--- src/rtl/sw_pkg.sv ---
// Shared types and defaults for the Smith-Waterman array controller:
// base encodings, controller states and default field widths.
package sw_pkg;

    localparam int unsigned SW_SCORE_WIDTH = 10;
    localparam int unsigned SW_LEN_WIDTH   = 16;

    typedef enum logic [1:0] {
        BASE_A = 2'b00,
        BASE_C = 2'b01,
        BASE_G = 2'b10,
        BASE_T = 2'b11
    } sw_base_e;

    typedef enum logic [2:0] {
        ST_IDLE   = 3'd0,
        ST_LOAD   = 3'd1,
        ST_STREAM = 3'd2,
        ST_DRAIN  = 3'd3,
        ST_DONE   = 3'd4
    } sw_state_e;

endpackage

--- src/rtl/sw_max_tracker.sv ---
// Capture counter and running best score/position of the last PE's V output.
// Position tracking is built only when SW_ARRAY_CTRL_POS_EN is defined.
module sw_max_tracker
    import sw_pkg::*;
#(
    parameter int unsigned SCORE_WIDTH = SW_SCORE_WIDTH,
    parameter int unsigned LEN_WIDTH   = SW_LEN_WIDTH
) (
    input  logic                   clk,
    input  logic                   rst_n,
    input  logic                   i_clear,
    input  logic                   i_capture,
    input  logic [SCORE_WIDTH-1:0] i_v,
    output logic [LEN_WIDTH-1:0]   o_cap_cnt,
    output logic [SCORE_WIDTH-1:0] o_best_score,
    output logic [LEN_WIDTH-1:0]   o_best_pos
);

    logic [LEN_WIDTH-1:0]   r_cap_cnt;
    logic [SCORE_WIDTH-1:0] r_best_score;
    logic                   w_better;

    // Signed compare; best starts at 0 so it can never go negative.
    assign w_better = $signed(i_v) > $signed(r_best_score);

    always_ff @(posedge clk or negedge rst_n) begin
        if (!rst_n) begin
            r_cap_cnt    <= '0;
            r_best_score <= '0;
        end else if (i_clear) begin
            r_cap_cnt    <= '0;
            r_best_score <= '0;
        end else if (i_capture) begin
            r_cap_cnt <= r_cap_cnt + LEN_WIDTH'(1);
            if (w_better) begin
                r_best_score <= i_v;
            end
        end
    end

`ifdef SW_ARRAY_CTRL_POS_EN
    logic [LEN_WIDTH-1:0] r_best_pos;

    always_ff @(posedge clk or negedge rst_n) begin
        if (!rst_n) begin
            r_best_pos <= '0;
        end else if (i_clear) begin
            r_best_pos <= '0;
        end else if (i_capture && w_better) begin
            r_best_pos <= r_cap_cnt;
        end
    end

    assign o_best_pos = r_best_pos;
`else
    assign o_best_pos = '0;
`endif

    assign o_cap_cnt    = r_cap_cnt;
    assign o_best_score = r_best_score;

endmodule

--- src/rtl/sw_array_ctrl.sv ---
// Sequencer for a linear Smith-Waterman systolic array: shifts in the read, streams the
// reference with stalls, and reports the best score (best_pos only with SW_ARRAY_CTRL_POS_EN).
module sw_array_ctrl
    import sw_pkg::*;
#(
    parameter int unsigned NUM_PE      = 64,
    parameter int unsigned SCORE_WIDTH = SW_SCORE_WIDTH,
    parameter int unsigned LEN_WIDTH   = SW_LEN_WIDTH
) (
    input  logic                   clk,
    input  logic                   rst,
    input  logic                   start,
    input  logic [LEN_WIDTH-1:0]   ref_len,
    input  logic [1:0]             read_base,
    input  logic                   read_valid,
    output logic                   read_ready,
    input  logic [1:0]             ref_base,
    input  logic                   ref_valid,
    output logic                   ref_ready,
    output logic [1:0]             arr_S,
    output logic                   arr_store_S,
    output logic [1:0]             arr_T,
    output logic                   arr_init,
    output logic                   arr_stall,
    output logic [SCORE_WIDTH-1:0] arr_V,
    output logic [SCORE_WIDTH-1:0] arr_F,
    input  logic [SCORE_WIDTH-1:0] arr_V_last,
    input  logic                   arr_init_last,
    output logic                   busy,
    output logic                   result_valid,
    input  logic                   result_ready,
    output logic [SCORE_WIDTH-1:0] best_score,
    output logic [LEN_WIDTH-1:0]   best_pos
);

    localparam int unsigned LOAD_W = (NUM_PE > 1) ? $clog2(NUM_PE) : 1;

    sw_state_e            r_state;
    logic [LOAD_W-1:0]    r_load_cnt;
    logic [LEN_WIDTH-1:0] r_sent;
    logic [LEN_WIDTH-1:0] r_ref_len;
    logic                 r_read_ready;
    logic                 r_ref_ready;
    logic [1:0]           r_arr_S;
    logic                 r_arr_store_S;
    logic [1:0]           r_arr_T;
    logic                 r_arr_init;
    logic                 r_arr_stall;
    logic                 r_busy;
    logic                 r_result_valid;

    logic                 w_clear;
    logic                 w_capture;
    logic [LEN_WIDTH-1:0] w_cap_cnt;

    // A capture is only real when the array was not frozen in that cycle.
    assign w_clear   = (r_state == ST_IDLE) && start;
    assign w_capture = ((r_state == ST_STREAM) || (r_state == ST_DRAIN))
                       && arr_init_last && !r_arr_stall;

    sw_max_tracker #(
        .SCORE_WIDTH (SCORE_WIDTH),
        .LEN_WIDTH   (LEN_WIDTH)
    ) u_tracker (
        .clk          (clk),
        .rst_n        (rst),
        .i_clear      (w_clear),
        .i_capture    (w_capture),
        .i_v          (arr_V_last),
        .o_cap_cnt    (w_cap_cnt),
        .o_best_score (best_score),
        .o_best_pos   (best_pos)
    );

    // Job sequencer with registered handshakes and array drive.
    always_ff @(posedge clk or negedge rst) begin
        if (!rst) begin
            r_state        <= ST_IDLE;
            r_load_cnt     <= '0;
            r_sent         <= '0;
            r_ref_len      <= '0;
            r_read_ready   <= 1'b0;
            r_ref_ready    <= 1'b0;
            r_arr_S        <= 2'b00;
            r_arr_store_S  <= 1'b0;
            r_arr_T        <= 2'b00;
            r_arr_init     <= 1'b0;
            r_arr_stall    <= 1'b0;
            r_busy         <= 1'b0;
            r_result_valid <= 1'b0;
        end else begin
            r_arr_store_S <= 1'b0;
            case (r_state)
                ST_IDLE: begin
                    if (start) begin
                        r_ref_len    <= ref_len;
                        r_load_cnt   <= '0;
                        r_sent       <= '0;
                        r_read_ready <= 1'b1;
                        r_busy       <= 1'b1;
                        r_state      <= ST_LOAD;
                    end
                end
                ST_LOAD: begin
                    if (read_valid && r_read_ready) begin
                        r_arr_S       <= read_base;
                        r_arr_store_S <= 1'b1;
                        if (r_load_cnt == LOAD_W'(NUM_PE - 1)) begin
                            r_read_ready <= 1'b0;
                            if (r_ref_len == '0) begin
                                r_result_valid <= 1'b1;
                                r_state        <= ST_DONE;
                            end else begin
                                r_ref_ready <= 1'b1;
                                r_state     <= ST_STREAM;
                            end
                        end else begin
                            r_load_cnt <= r_load_cnt + LOAD_W'(1);
                        end
                    end
                end
                ST_STREAM: begin
                    // No transfer freezes the array; T and init keep their last values.
                    if (ref_valid && r_ref_ready) begin
                        r_arr_T     <= ref_base;
                        r_arr_init  <= 1'b1;
                        r_arr_stall <= 1'b0;
                        r_sent      <= r_sent + LEN_WIDTH'(1);
                        if (r_sent == r_ref_len - LEN_WIDTH'(1)) begin
                            r_ref_ready <= 1'b0;
                            r_state     <= ST_DRAIN;
                        end
                    end else begin
                        r_arr_stall <= 1'b1;
                    end
                end
                ST_DRAIN: begin
                    r_arr_stall <= 1'b0;
                    r_arr_init  <= 1'b0;
                    r_arr_T     <= BASE_A;
                    if (w_cap_cnt == r_ref_len) begin
                        r_result_valid <= 1'b1;
                        r_state        <= ST_DONE;
                    end
                end
                ST_DONE: begin
                    if (result_ready) begin
                        r_result_valid <= 1'b0;
                        r_busy         <= 1'b0;
                        r_state        <= ST_IDLE;
                    end
                end
                default: begin
                    r_state <= ST_IDLE;
                end
            endcase
        end
    end

    assign read_ready   = r_read_ready;
    assign ref_ready    = r_ref_ready;
    assign arr_S        = r_arr_S;
    assign arr_store_S  = r_arr_store_S;
    assign arr_T        = r_arr_T;
    assign arr_init     = r_arr_init;
    assign arr_stall    = r_arr_stall;
    assign arr_V        = '0;
    assign arr_F        = '0;
    assign busy         = r_busy;
    assign result_valid = r_result_valid;

endmodule
--- config.mk ---
export PLATFORM = sky130hd
export DESIGN_NAME = sw_array_ctrl
export DESIGN_NICKNAME = d
export VERILOG_FILES = /design/src/rtl/sw_pkg.sv /design/src/rtl/sw_max_tracker.sv /design/src/rtl/sw_array_ctrl.sv
export SDC_FILE = /design/constraint.sdc
export NUM_CORES = 1
export LEC_CHECK = 0
export BUFFER_PORTS_ARGS = -buffer_cell sky130_fd_sc_hd__buf_2
export CAP_MARGIN = 25
export CORE_ASPECT_RATIO = 1.75
export CORE_UTILIZATION = 49
export DETAILED_ROUTE_END_ITERATION = 7
export PLACE_DENSITY = 0.72
export REMOVE_ABC_BUFFERS = 1
export SYNTH_ARGS = -nofsm -noshare
export SYNTH_HDL_FRONTEND = slang
export SYNTH_SLANG_ARGS = --single-unit
--- constraint.sdc ---
create_clock -name clk -period 3 [get_ports clk]
set_clock_uncertainty 0.2 [all_clocks]
set_input_delay 0.15 -clock clk [delete_from_list [all_inputs] [get_ports clk]]
set_output_delay 0.15 -clock clk [all_outputs]
set_load 0.01 [all_outputs]
==> results of run 1 <==
## cell families after synthesis
logic type / Yosys count / synth area share (%)
AND/OR/NAND/NOR: 188 / 20.0
buffers and inverters: 84 / 9.67
flip-flops: 78 / 39.9
AO/OA/AOI/OAI: 67 / 9.03
XOR/XNOR: 63 / 11.6
multiplexers: 27 / 5.94
adder cells (fa/ha/maj): 15 / 3.84
other: 1 / 0.0767
## cell usage after synthesis, drive strengths merged (2+ instances only)
library cell	instances	area [um2]
a2111oi	2	30.0
a211o	2	17.5
a21oi	13	65.1
a22oi	3	22.5
a31oi	3	25.0
and3	7	43.8
and4	2	17.5
buf	43	319
clkbuf	13	48.8
dfrtp	78	1950
ha	15	188
inv	28	105
mux2	16	180
mux2i	11	110
nand2	43	161
nand2b	6	37.5
nand3	14	70.1
nand4	15	93.8
nor2	50	188
nor2b	7	43.8
nor3	12	60.1
nor3b	6	50.1
nor4	8	56.3
nor4b	3	32.5
o211ai	2	15.0
o21a	5	37.5
o21ai	25	125
o21bai	2	15.0
or2	4	27.5
or3	4	25.0
or3b	2	17.5
xnor2	42	368
xor2	20	175
## routing by layer
layer / part of all wire (%) / global-route usage (%) / wire (um)
met1: 38 / 24.0 / 4440
met2: 56 / 45.2 / 6450
met3: 3.4 / 4.76 / 391
met4: 2.6 / 9.96 / 307
met5: 0 / 0 / 0
## worst min-delay path by stage
stage	start	end	slack, ps	depth (start not counted)
2_1_floorplan	rst	arr_S[0]	-350	0
4_1_cts	start	r_sent[0]	40	3
6_report	start	r_sent[0]	40	3
3_3_place_gp	rst	u_tracker.o_best_score[8]	160	1
5_1_grt	start	r_sent[0]	40	3
3_5_place_dp	rst	r_load_cnt[1]	170	1
## flip-flops by register name, summed over array words and instances, names as in the netlist
signal                  cells
result_valid                1
r_sent                     16
arr_init                    1
read_ready                  1
u_tracker.o_best_score     10
r_ref_len                  16
arr_stall                   1
arr_S                       2
r_state                     3
r_load_cnt                  6
u_tracker.o_cap_cnt        16
arr_T                       2
busy                        1
arr_store_S                 1
ref_ready                   1
## critical path: stages, from the launching register on
cell and delay (ps):
dfrtp_1 440, inv_1 150, ha_1 230, or4b_4 530
o21ba_1 200, a211o_1 280, a31oi_2 200, nor3b_1 80
a211o_1 290
## power groups by stage
stage | Sequential, mW | Clock (mW) | Combinational [mW]
floorplan | 1.69 | 0 | 1.22
global placement | 1.76 | 0 | 1.73
detailed placement | 1.78 | 0 | 1.78
CTS | 1.76 | 1.04 | 1.83
global route | 1.81 | 1.08 | 1.99
finish | 1.77 | 1.01 | 1.82
## cell type report
class | count | area (um2)
flip-flops and latches | 78 | 1950
well taps | 122 | 153
inverters | 28 | 105
clock buffers | 11 | 253
fillers | 823 | 3780
multi-input cells | 396 | 2600
repair buffers | 100 | 718
clock inverters | 4 | 22.5
==> qor.txt, run 1 <==
Share of cells above drive strength 1 = 18.5%
Main synth FF type = dfrtp_1
TritonRoute pass-1 iters = 4
DRT iter0 DRCs = 176
Status = complete, no violations
Seq cells post-synth = 78
Worst Setup EP = r_state[0]
HP Class = input pin to register
Relative slew margins = 61.8%
Utilization after layout = 60.6%
Yosys warns = 0
Fmax = 370 MHz
Hold buffers post-CTS = 33
Critical Path AT = 2730 ps
Placed cell count = 690
# rows = 47
Avg Cell Area, Syn = 9.35 um2
RSZ-0062 raised after global routing = no
NumNets Final = 665
Startpoint Class = register
Post-CTS Repair Setup Buffers = 0
Most frequent cells in the layout = dfrtp_1 (78), buf_2 (56), nor2_1 (50)
Avg WL per Cell = 15.7 um
R2R depth = 8
Max FO, Critical Path = 6
Vias = 3955
Vias in the first global route = 3946
Comb pwr share = 39.7%
VDD IR max = 0.601 mV
Root Driver = clkbuf_16
Synth Instances = 523
Antenna viol nets, final = 0
Required @ worst endpoint = 3030 ps
Synth async-reset ratio = 100%
Cell Area, Placed = 5180 um2
Vias per inst = 5.35
CP Capture Type = register
Synth cell types = 58
Final Setup Violations = 0
Chip width = 77.5 um
Fin Setup TNS = 0 ps
Cell Count, Final, Fillers Out = 739
Post-DP HPWL = 8530 um
Num CTS Buffers = 9
Register area share after synthesis = 39.9%
Final Hold Violating Endpoints = 0
Total track usage = 23.5%
Die Area = 10400 um2
TritonCTS Sinks = 78
Leakage power = 2.58 nW
First-pass GRT wire length = 18900 um
WHS = 44.0 ps
Setup WS post-layout = 297 ps
Skew-Pair Late Insertion Delay = 340 ps
Total power = 4.60 mW
Switch share = 38.9%
Critical path class = register to register
Worst slew pin tran = 569 ps
Final GP Congestion = 0.920
Max cap viols = 0
Port Buffers = 57
Slew Viols, Final = 0
Maximum clock path buffer count = 2
Area Overhead vs Synth = 18.7%
DRC = 0
H-tree depth = 3
ANT cells = 0
Worst slack at placement = 307 ps
Int Pwr = 2.81 mW
Commonest non-fill, non-tap cell in the layout = dfrtp_1
CP startpoint = r_ref_len[0]
Core footprint = 9590 um2
CTS clock-pin slew for the worst setup and hold paths = 60 ps
Final Cycle Share = 90.1%
Net Sw Power = 1.79 mW
Flop pwr share = 38.4%
PD cells = 792 nW/um2
Largest net degree at the start of global routing = 79
Total gr overflow = 0
FF-to-FF setup slack = 300 ps
Routed Wire Length = 11600 um
Initial Utilization = 51.0%
Minimum clock period = 2700 ps
Mapped Area = 4890 um2
Initial antenna violation count = 0
R2R Path End = r_state[0]
Die Y = 134 um
Clk pwr share = 21.9%
CTS tree = built
Post-CTS sizing = 0
# IOs = 94
Worst r2r src = r_ref_len[0]
Post-synth EDFFs = 0
Fin area = 5810 um2
No activity file was read; power rests on OpenSTA's default activity.
==> run 2, diff against run 1 <==
--- a/config.mk
+++ b/config.mk
@@ -5,12 +5,13 @@
 export SDC_FILE = /design/constraint.sdc
 export NUM_CORES = 1
 export LEC_CHECK = 0
+export ABC_AREA = 1
 export BUFFER_PORTS_ARGS = -buffer_cell sky130_fd_sc_hd__buf_2
 export CAP_MARGIN = 25
-export CORE_ASPECT_RATIO = 1.75
+export CORE_MARGIN = 2
 export CORE_UTILIZATION = 49
 export DETAILED_ROUTE_END_ITERATION = 7
-export PLACE_DENSITY = 0.72
+export PLACE_DENSITY = 0.71
 export REMOVE_ABC_BUFFERS = 1
 export SYNTH_ARGS = -nofsm -noshare
 export SYNTH_HDL_FRONTEND = slang
==> qor.txt, run 2 <==
Status = complete, no violations
Final Setup Violations = 0
H-tree depth = 3
Share of cells above drive strength 1 = 13.6%
TritonRoute pass-1 iters = 4
Fmax = 429 MHz
DRT iter0 DRCs = 197
Utilization after layout = 58.9%
Avg WL per Cell = 13.2 um
First-pass GRT wire length = 21200 um
Max cap viols = 0
Seq cells post-synth = 78
CP bufs+invs = 1
Synth async-reset ratio = 100%
R2R depth = 13
WP depth = 13
Vias in the first global route = 4687
Top cell type's share of synthesized area = 37.3%
DRC = 0
Post-DP HPWL = 9120 um
Synth Instances = 716
# IOs = 94
Top cells by area, synth = dfrtp_1 (37%), nand2_1 (14%), inv_1 (6.7%)
Final Cycle Share = 77.7%
CTS clock-pin slew for the worst setup and hold paths = 80 ps
Synth cell types = 47
Final GP Congestion = 0.937
Die Y = 107 um
Initial Utilization = 50.5%
CP Capture Type = register
Minimum clock period = 2330 ps
Vias per inst = 5.02
Max FO, Critical Path = 7
Int Pwr = 2.57 mW
Root Driver = clkbuf_8
Post-synth EDFFs = 0
Area Overhead vs Synth = 16.6%
Comb pwr share = 49.0%
Maximum clock path buffer count = 2
Main synth FF type = dfrtp_1
Antenna viol nets, final = 0
Register area share after synthesis = 37.3%
CP peak stage delay = 430 ps
Startpoint Class = register
Largest area contributor in the netlist = dfrtp_1
NumNets Final = 865
Total gr overflow = 0
Final Hold Violating Endpoints = 0
Initial antenna violation count = 0
Chip width = 107 um
Net Sw Power = 2.24 mW
Required @ worst endpoint = 3060 ps
Total track usage = 23.2%
Most frequent cells in the layout = nand2_1 (196), inv_1 (93), dfrtp_1 (78)
Post-synth top cells = nand2_1 (196), inv_1 (93), dfrtp_1 (78), nor2_1 (63), nand3_1 (49)
Worst path cell trace = inv_1 -> ha_1 -> nand2_1 -> nor2_1 -> nand2_1 -> nand2_1 -> nand2_1 -> nor2_1 -> nand2_1 -> nor3_1 -> nand3_1 -> nand2_1 -> nand2_1
Avg Cell Area, Syn = 7.32 um2
VDD IR max = 0.422 mV
TritonCTS Sinks = 78
Num CTS Buffers = 9
# rows = 37
Critical Path AT = 2400 ps
Mapped Area = 5240 um2
Routed Wire Length = 12600 um
Largest net degree at the start of global routing = 79
Flop pwr share = 34.5%
Vias = 4792
Port Buffers = 57
Leakage power = 3.12 nW
Fin Setup TNS = 0 ps
HP Class = input pin to asynchronous set/reset pin
ANT cells = 0
Crit path top cell by count = nand2_1
Most common cell in the netlist = nand2_1
Delay-heaviest family, CP = simple AND/OR/NAND/NOR gates
Commonest non-fill, non-tap cell in the layout = nand2_1
Worst slew pin tran = 584 ps
Clk pwr share = 16.6%
Slew Viols, Final = 0
Post-CTS Repair Setup Buffers = 0
Switch share = 46.6%
CTS tree = built
Critical path class = register to register
CP max stage cell = dfrtp_1
Die Area = 11500 um2
Skew-Pair Late Insertion Delay = 370 ps
RSZ-0062 raised after global routing = no
Core footprint = 10400 um2
PD cells = 788 nW/um2
Relative slew margins = 61.0%
Yosys warns = 0
run 2: cell count changes after synthesis, sizes merged, moves of 10 or more:
| cell | delta |
|---|---|
| nand2 | +158 |
| a21oi | +19 |
| nand3 | +40 |
| nor2 | +26 |
| xnor2 | -33 |
| mux2 | -16 |
| inv | +68 |
| mux2i | -10 |
run 2: kinds of logic (layout without fill, tap and decap cells):
| kind of cell | after synthesis | in the layout | share of synthesized area [%] |
|---|---|---|---|
| multiplexers | 1 | 1 | 0.191 |
| buffers and inverters | 142 | 209 | 13.2 |
| AND/OR/NAND/NOR | 379 | 379 | 33.7 |
| XOR/XNOR | 22 | 22 | 3.68 |
| adder cells (fa/ha/maj) | 15 | 15 | 3.58 |
| other | 1 | 36 | 0.0716 |
| flip-flops | 78 | 78 | 37.3 |
| AO/OA/AOI/OAI | 78 | 78 | 8.26 |
run 2: power groups by stage:
stage               registers [mW]  logic [mW]  clock network, mW
floorplan                     1.65        1.61                  0
finish                        1.66        2.36              0.796
CTS                           1.65        2.34              0.821
global route                  1.70        2.67              0.871
global placement              1.66        2.22                  0
detailed placement            1.67        2.29                  0
run 2: worst paths after layout:
path                              start             to  slack (ps)
max in group asynchronous           rst  r_load_cnt[1]        1990
setup reg to reg           r_ref_len[0]      ref_ready         670
setup / recovery           r_ref_len[0]      ref_ready         670
hold reg to reg                arr_init       arr_init         270
hold / removal                      rst     r_sent[11]          20
min in group clk              ref_valid       arr_init          20
run 2: metrics by stage:
step	worst slack (ps)	hold WS, ps	cell area, um2	total power [mW]	cells
after global routing	421	30.2	6110	5.25	954
after global placement	705	148	5530	3.88	901
final	668	19.1	6110	4.81	954
after detailed placement	694	161	5530	3.96	901
after floorplan	437	-346	5040	3.26	705
after CTS	674	8.83	6080	4.81	953
run 2: repair_timing:
item	in CTS	in global routing
gates resized for setup	0	0
hold endpoints to repair	116	0
hold buffers	36	0
run 2: per-layer routing:
| layer | wire length, um | track usage, % | part of all wire, % |
|---|---|---|---|
| met1 | 5340 | 27.6 | 42 |
| met5 | 0 | 0 | 0 |
| met3 | 540 | 4.60 | 4.3 |
| met2 | 6220 | 39.7 | 49 |
| met4 | 504 | 11.7 | 4.0 |
run 2: area by class of cell:
class / count / area, um2
tap: 136 / 170
fill: 934 / 4260
timing repair buffer: 97 / 711
clock buffer: 11 / 131
multi-input combinational: 531 / 2730
clock inverter: 5 / 58.8
inverter: 96 / 360
sequential: 78 / 1950
==> run 3, diff against run 2 <==
--- a/config.mk
+++ b/config.mk
@@ -5,13 +5,13 @@
 export SDC_FILE = /design/constraint.sdc
 export NUM_CORES = 1
 export LEC_CHECK = 0
-export ABC_AREA = 1
+export ABC_AREA = 0
 export BUFFER_PORTS_ARGS = -buffer_cell sky130_fd_sc_hd__buf_2
 export CAP_MARGIN = 25
 export CORE_MARGIN = 2
 export CORE_UTILIZATION = 49
 export DETAILED_ROUTE_END_ITERATION = 7
-export PLACE_DENSITY = 0.71
+export PLACE_DENSITY = 0.75
 export REMOVE_ABC_BUFFERS = 1
 export SYNTH_ARGS = -nofsm -noshare
 export SYNTH_HDL_FRONTEND = slang
==> constraint.sdc (replaced) <==
create_clock -name clk -period 1.95 [get_ports clk]
set_clock_uncertainty 0.2 [all_clocks]
set_input_delay 0.0975 -clock clk [delete_from_list [all_inputs] [get_ports clk]]
set_output_delay 0.0975 -clock clk [all_outputs]
set_load 0.01 [all_outputs]
==> qor.txt, run 3 (synthesis results as in run 1) <==
Relative slew margins = 60.8%
# rows = 36
TritonRoute pass-1 iters = 5
Final Setup Violations = 35
Area Overhead vs Synth = 42.4%
Initial antenna violation count = 0
Maximum clock path buffer count = 2
Max cap viols = 0
Vias = 4634
H-tree depth = 3
Port Buffers = 57
Area of the multi-input gates = 3060 um2
CTS tree = built
Violated checks = setup timing
Largest net degree at the start of global routing = 37
PD cells = 1200 nW/um2
Setup WS post-layout = -558 ps
Avg WL per Cell = 17.1 um
Register area = 1950 um2
Fmax = 399 MHz
Max FO, Critical Path = 4
DRT iter0 DRCs = 347
Critical Path AT = 2560 ps
Leakage power = 3.21 nW
CTS clock-pin slew for the worst setup and hold paths = 80 ps
Initial Utilization = 50.3%
Routed Wire Length = 14500 um
Worst slew pin tran = 586 ps
Startpoint Class = register
Root Driver = clkbuf_8
NumNets Final = 766
Antenna viol nets, final = 0
ANT cells = 0
Vias per inst = 5.45
Chip width = 104 um
Total track usage = 24.8%
Skew-Pair Late Insertion Delay = 380 ps
Final GP Congestion = 0.947
Commonest non-fill, non-tap cell in the layout = buf_4
RSZ-0062 raised after global routing = yes
Required @ worst endpoint = 2000 ps
Final Hold Violating Endpoints = 0
Total gr overflow = 0
Die Area = 10800 um2
Slew Viols, Final = 0
Post-DP HPWL = 9110 um
Die Y = 104 um
HP Class = input pin to asynchronous set/reset pin
# IOs = 94
DRC = 0
VDD IR max = 0.822 mV
Critical path class = register to register
First-pass GRT wire length = 21600 um
Fin Setup TNS = -2700 ps
Vias in the first global route = 4593
Minimum clock period = 2510 ps
Num CTS Buffers = 9
Core footprint = 9730 um2
CP Capture Type = register
Final Cycle Share = 129%
Total power = 8.34 mW
Filler Cells Inserted = 663
Status = complete, but fails checks
Most frequent cells in the layout = buf_4 (95), dfrtp_1 (76), buf_2 (56)
Share of cells above drive strength 1 = 36.8%
TritonCTS Sinks = 78
==> run 3: cell count changes in the layout (fill, tap and decap cells not counted), sizes merged, moves of 10 or more <==
| cell | delta |
|---|---|
| mux2 | +16 |
| nand2 | -158 |
| inv | -69 |
| nand3 | -40 |
| mux2i | +10 |
| a21oi | -19 |
| nor2 | -26 |
| xnor2 | +33 |
| buf | +105 |
==> run 3: timing repair <==
action                     in CTS  in global routing
hold buffers                   35                  0
pin swaps                      31                 31
buffers inserted                7                  8
resized for setup              55                 49
hold endpoints to repair      115                  0
setup endpoints to repair      51                 45
==> run 3: per-layer routing <==
metal / wire (um) / vias to the layer above / track usage, % / share of wire, %
met1: 5850 / 2260 / 31.0 / 40
met5: 0 / - / 0 / 0
met2: 7270 / 219 / 42.3 / 50
li1: - / 2097 / - / -
met4: 580 / 0 / 10.1 / 4.0
met3: 814 / 58 / 4.39 / 5.6
==> run 3: worst max-delay path, cell delays in order, from the launching register on <==
cell	delay (ps)
dfrtp_1	410
inv_2	90
ha_4	130
or4b_4	520
o21ba_4	250
a211o_1	270
a31oi_4	190
nor3b_2	70
a211o_1	270
==> run 3: cell type report <==
| type | instances | area share [%] |
|---|---|---|
| multi-input cells | 396 | 43.9 |
| flip-flops and latches | 78 | 28.1 |
| repair buffers | 201 | 22.0 |
| well taps | 133 | 2.39 |
| clock buffers | 13 | 1.99 |
| inverters | 28 | 1.51 |
| clock inverters | 2 | 0.144 |
==> run 3: power breakdown <==
| part | internal [mW] | switching, mW | leakage (nW) |
|---|---|---|---|
| Combinational | 2.43 | 2.40 | 2.13 |
| Clock | 0.454 | 0.610 | 0.0773 |
| Sequential | 2.04 | 0.398 | 1.01 |
==> run 3: final timing paths <==
check                              from            to  cells past startpoint  slack (ps)
min reg2reg                result_valid  result_valid                      1         300
max                        r_ref_len[1]    r_state[0]                      8        -560
max in group asynchronous           rst     r_sent[4]                      3         520
max reg2reg                r_ref_len[1]    r_state[0]                      8        -560
min                                 rst      arr_S[1]                      3          30
min in group clk              ref_valid     r_sent[0]                      5          80
==> run 3: stage by stage <==
stage / utilization (%) / area [um2] / worst slack, ps / std cells / hold slack, ps
2_1_floorplan: - / 4650 / -2770 / 502 / -398
3_3_place_gp: 60.3 / 5870 / -452 / 789 / -238
3_5_place_dp: 60.3 / 5870 / -547 / 789 / -237
4_1_cts: 68.6 / 6680 / -482 / 845 / 52.8
5_1_grt: 71.6 / 6960 / -620 / 851 / 86.1
6_report: 71.6 / 6960 / -558 / 851 / 32.7
